==> src/rtl/pc_seq_pkg.sv <==
// Shared types and default sizing for the program-counter sequencer.
package pc_seq_pkg;

  localparam int unsigned PC_W_DEF  = 12;
  localparam int unsigned DEPTH_DEF = 4;

  typedef enum logic [2:0] {
    OP_NEXT,
    OP_REL,
    OP_ABS,
    OP_CALL,
    OP_RET
  } op_e;

endpackage

==> src/rtl/pc_ret_stack.sv <==
// Return-address stack: LIFO of DEPTH program-counter values with occupancy count.
// Entry storage is not reset; only the occupancy is.
module pc_ret_stack
  import pc_seq_pkg::*;
#(
  parameter int unsigned D     = PC_W_DEF,
  parameter int unsigned DEPTH = DEPTH_DEF,
  localparam int unsigned OW   = $clog2(DEPTH + 1)
) (
  input  logic          clk,
  input  logic          reset,
  input  logic          push,
  input  logic          pop,
  input  logic [D-1:0]  push_data,
  output logic [D-1:0]  top,
  output logic          full,
  output logic          empty,
  output logic [OW-1:0] occupancy
);

  localparam int unsigned AW = (DEPTH > 1) ? $clog2(DEPTH) : 1;

  logic [D-1:0]  r_mem [DEPTH];
  logic [OW-1:0] r_occ;
  logic [OW-1:0] w_occ_m1;
  logic [AW-1:0] w_wr_idx;
  logic [AW-1:0] w_rd_idx;
  logic          w_do_push;
  logic          w_do_pop;

  assign full      = (r_occ == OW'(DEPTH));
  assign empty     = (r_occ == '0);
  assign occupancy = r_occ;
  assign w_occ_m1  = r_occ - 1'b1;
  assign w_wr_idx  = r_occ[AW-1:0];
  assign w_rd_idx  = w_occ_m1[AW-1:0];
  assign top       = r_mem[w_rd_idx];
  assign w_do_push = push && !full;
  assign w_do_pop  = pop && !empty && !push;

  // Entry storage: write the slot just above the current top on push.
  always_ff @(posedge clk) begin
    if (w_do_push) r_mem[w_wr_idx] <= push_data;
  end

  // Occupancy counter, cleared asynchronously.
  always_ff @(posedge clk or negedge reset) begin
    if (!reset) begin
      r_occ <= '0;
    end else if (w_do_push) begin
      r_occ <= r_occ + 1'b1;
    end else if (w_do_pop) begin
      r_occ <= w_occ_m1;
    end
  end

endmodule

==> src/rtl/pc_seq.sv <==
// Program-counter sequencer: increment, relative/absolute jump, call and return
// with a return-address stack and a sticky stack-error flag.
module pc_seq
  import pc_seq_pkg::*;
#(
  parameter int unsigned D     = PC_W_DEF,
  parameter int unsigned DEPTH = DEPTH_DEF
) (
  input  logic         clk,
  input  logic         reset,
  input  logic         stall,
  input  logic         absjump_en,
  input  logic         reljump_en,
  input  logic         call_en,
  input  logic         ret_en,
  input  logic [D-1:0] target,
  input  logic [D-1:0] offset,
  output logic [D-1:0] prog_ctr,
  output logic         stack_full,
  output logic         stack_empty,
  output logic         stack_err
);

  localparam int unsigned OW = $clog2(DEPTH + 1);

  op_e           w_op;
  logic [D-1:0]  r_pc;
  logic          r_err;
  logic [D-1:0]  w_pc_inc;
  logic [D-1:0]  w_pc_nxt;
  logic          w_push;
  logic          w_pop;
  logic          w_err_set;
  logic [D-1:0]  w_top;
  logic          w_full;
  logic          w_empty;
  logic [OW-1:0] w_occ;

  pc_ret_stack #(
    .D     (D),
    .DEPTH (DEPTH)
  ) u_stack (
    .clk       (clk),
    .reset     (reset),
    .push      (w_push),
    .pop       (w_pop),
    .push_data (w_pc_inc),
    .top       (w_top),
    .full      (w_full),
    .empty     (w_empty),
    .occupancy (w_occ)
  );

  assign w_pc_inc    = r_pc + 1'b1;
  assign prog_ctr    = r_pc;
  assign stack_err   = r_err;
  assign stack_full  = (w_occ == OW'(DEPTH));
  assign stack_empty = (w_occ == '0);

  // Priority decode of the enables into a single operation.
  always_comb begin
    w_op = OP_NEXT;
    if (ret_en)          w_op = OP_RET;
    else if (call_en)    w_op = OP_CALL;
    else if (absjump_en) w_op = OP_ABS;
    else if (reljump_en) w_op = OP_REL;
  end

  // Next PC and stack control; a failed call/return falls back to increment.
  always_comb begin
    w_pc_nxt  = r_pc;
    w_push    = 1'b0;
    w_pop     = 1'b0;
    w_err_set = 1'b0;
    if (!stall) begin
      unique case (w_op)
        OP_NEXT: w_pc_nxt = w_pc_inc;
        OP_REL:  w_pc_nxt = r_pc + offset;
        OP_ABS:  w_pc_nxt = target;
        OP_CALL: begin
          if (w_full) begin
            w_pc_nxt  = w_pc_inc;
            w_err_set = 1'b1;
          end else begin
            w_pc_nxt = target;
            w_push   = 1'b1;
          end
        end
        OP_RET: begin
          if (w_empty) begin
            w_pc_nxt  = w_pc_inc;
            w_err_set = 1'b1;
          end else begin
            w_pc_nxt = w_top;
            w_pop    = 1'b1;
          end
        end
        default: w_pc_nxt = w_pc_inc;
      endcase
    end
  end

  // PC register and sticky error flag.
  always_ff @(posedge clk or negedge reset) begin
    if (!reset) begin
      r_pc  <= '0;
      r_err <= 1'b0;
    end else begin
      r_pc <= w_pc_nxt;
      if (w_err_set) r_err <= 1'b1;
    end
  end

endmodule

==> config.mk <==
export PLATFORM = sky130hd
export DESIGN_NAME = pc_seq
export DESIGN_NICKNAME = d
export VERILOG_FILES = /design/src/rtl/pc_seq_pkg.sv /design/src/rtl/pc_ret_stack.sv /design/src/rtl/pc_seq.sv
export SDC_FILE = /design/constraint.sdc
export NUM_CORES = 1
export LEC_CHECK = 0
export CAP_MARGIN = 20
export CORE_ASPECT_RATIO = 0.5
export CORE_MARGIN = 5
export CORE_UTILIZATION = 62
export DETAILED_ROUTE_END_ITERATION = 8
export DONT_BUFFER_PORTS = 1
export PLACE_DENSITY = 0.89
export SYNTH_ARGS = -nofsm -noshare
export SYNTH_HDL_FRONTEND = slang
export SYNTH_SLANG_ARGS = --single-unit
==> constraint.sdc <==
create_clock -name clk -period 3.1 [get_ports clk]
set_clock_uncertainty 0.2 [all_clocks]
set_input_delay 0.155 -clock clk [delete_from_list [all_inputs] [get_ports clk]]
set_output_delay 0.155 -clock clk [all_outputs]
set_load 0.02 [all_outputs]
==> impl_metrics.ini <==
[status]
status = finished clean

[placed_design]
io_buffers = 0
place_congestion = 0.861
hpwlAfterDp_um = 5970

[cells_and_area]
nNetsFinal = 341
postLayoutCoreUtil_pct = 74.0
multi_input_area_sq_um = 1550
drive_gt1_share_pct = 14.2
seq_area_sq_um = 1840
layout_commonest_cell = edfxtp_1
num-fill-cells = 303
diodes = 0
final_cell_mix = edfxtp_1 (48), a21oi_1 (20), ha_1 (18)
area_growth_pct = 16.3

[sta]
worst_pin_slew_ps = 991
min_period_ps = 3080
relSlewSlack_pct = 33.7
finalHoldViolations = 0
rsz0062_at_grt = no
fmax_ghz = 0.325
setup_viol = 0
maxSlewViolCount = 0
fin_crit_sh_pct = 99.2
setup_tns_ps = 0

[clock_tree]
cts.clk_slew.worst_paths_ps = 60
cts_htree_levels = 3
clockBufferDepth = 2
clk_latency_ps = 330
cts_sinks = 64
numCtsBuffers = 9
cts_setup_buffers = 0
cts_tree = built
clockRootBuffer = clkbuf_16

[logic_synthesis]
synth_cell_type_count = 50
syn_area_sq_um = 3480
synth_seq_cells = 64
yosysSeqAreaShare_pct = 53.0
synth_flop_cell = edfxtp_1
syn_area_per_cell_sq_um = 13.0
synth_warnings = 0
synthCells = 268
syn_nets = 318
async_flop_share_pct = 25.0
synth_edf_count = 48

[setup_path]
end_kind = flip-flop
startpoint_type = flip-flop
required_ps = 3150
cp.arrival_ps = 3120
r2r_slack_ps = 20
r2r-start = u_stack.occupancy[1]
timing.rr.end = prog_ctr[0]
rr_worst_depth = 10
critPathMaxFanout = 12
path_class = flip-flop to flip-flop

[die]
dieArea_sq_um = 7300
die_width_um = 116
fp-row-count = 19
io-pin-count = 46
core_sq_um = 5470
dieHeight_um = 63.0
initial_core_util_pct = 63.6

[detailed_routing]
dr.first_iter.drc_count = 523
ant_nets = 0
vias_per_cell = 7.66
num_vias = 2826
wl_per_cell_um = 27.9
dr.pass1.iters = 7
drc_errors = 0
drt_wl_total_um = 10300

[grt]
overflow = 0
grt_usage_pct = 29.6
grt_pass1_wl_um = 15800
grt_max_degree = 24
grt_pass1_vias = 2769
antenna_found_initial = 0

[min_path]
min_path_type = input pin to flip-flop
hold_start = offset[10]
hold_end = prog_ctr[10]
holdPathStages = 4

[power]
powerDensity_nw_per_um2 = 1080
p_clk_share_pct = 26.3
seqPwrFrac_pct = 32.9
power.internal_mw = 2.66
ir_drop_v = 0.000564
power_switching_share_pct = 39.1
p_comb_share_pct = 40.9
leakagePower_nw = 1.51
p_switching_mw = 1.71

[run]
cap_viol_max_count = 0
## worst max path at each step
stage | from | endpoint | slack (ps)
final | u_stack.occupancy[1] | prog_ctr[0] | 20
after global routing | u_stack.occupancy[1] | prog_ctr[11] | 60
after CTS | u_stack.occupancy[1] | prog_ctr[11] | 210
after detailed placement | u_stack.occupancy[1] | u_stack.r_mem[2][2] | 350
after global placement | u_stack.occupancy[1] | u_stack.r_mem[2][2] | 480
after floorplan | u_stack.occupancy[0] | u_stack.r_mem[0][0] | 240
## worst max-delay path, cell delays in order, from the launching register on
cell and delay [ps]:
dfrtp_1 430, inv_1 140, ha_1 250, ha_1 220, buf_4 170, a21oi_1 360, o21a_1 470, a222oi_1 210
o22ai_1 230, nor2_1 110, a21oi_1 190
## kinds of logic after synthesis
group / synth area share (%)
AOI/OAI and AO/OA: 16.9
muxes: 7.99
DFF: 53.0
buffers and inverters: 2.56
adders and majority gates: 7.05
xor gates and xnor gates: 4.53
and+or+nand+nor: 7.99
## sequential cells by signal, indices dropped and copies added, names as in the netlist
name and count:
prog_ctr 12, stack_err 1, u_stack.occupancy 3, u_stack.r_mem 48
## power by group through the flow
stage | logic, mW | clock network (mW) | registers [mW]
6_report | 1.78 | 1.15 | 1.43
5_1_grt | 1.89 | 1.19 | 1.45
4_1_cts | 1.67 | 1.14 | 1.42
3_5_place_dp | 1.58 | 0 | 1.42
3_3_place_gp | 1.50 | 0 | 1.41
2_1_floorplan | 1.17 | 0 | 1.41
## metrics by stage
step                      hold slack (ps)  area, sq um  power (mW)  cells  setup slack (ps)
after floorplan                      -341         3480        2.58    268               237
after global placement               -340         3590        2.91    341               485
after detailed placement             -340         3590        3.01    341               347
after CTS                            3.05         4050        4.22    369               207
after global routing                 32.8         4050        4.53    369              62.9
final                                20.5         4050        4.36    369              23.6
## layer usage
layer  wire [um]  vias up  global-route usage, %
li1            -     1111                      -
met2        4560      280                   43.4
met1        3640     1359                   36.7
met5           0        -                      0
met3        1590       76                   14.8
met4         507        0                   13.5
## cell usage after synthesis, types with 2 or more instances
cell,instances,area share [%]
edfxtp_1,48,41
a21oi_1,20,2.9
ha_1,18,6.5
dfrtp_1,16,12
nand2_1,15,1.6
xnor2_1,15,3.8
inv_1,13,1.4
mux4_2,10,6.5
o21ai_0,9,1.3
a21o_1,8,1.7
nand3_1,8,1.2
nor2_1,8,0.86
a221o_1,7,2.0
and2_1,5,0.90
clkbuf_1,5,0.54
a221oi_2,4,1.7
a2bb2oi_1,4,1.0
nor3_1,4,0.58
a221oi_1,3,0.76
a222oi_1,3,0.86
a31oi_1,3,0.54
o21a_1,3,0.65
xor2_1,3,0.76
a211oi_1,2,0.43
a22oi_1,2,0.43
buf_2,2,0.29
mux4_1,2,1.5
nand2b_1,2,0.36
nand4_1,2,0.36
nor2b_1,2,0.36
o211ai_1,2,0.43
o21ai_1,2,0.29
## cell type report
cell class / count / area share, %
Multi-Input combinational cell: 183 / 38.2
Clock buffer: 10 / 5.66
Sequential cell: 64 / 45.5
Tap cell: 73 / 2.26
Clock inverter: 6 / 2.66
Inverter: 13 / 1.21
Timing Repair Buffer: 20 / 4.45
## repair_timing
item | CTS | global route
hold endpoints to repair | 32 | 0
hold buffers | 12 | 0
resized for setup | 0 | 0
No activity file was read; power rests on OpenSTA's default activity.
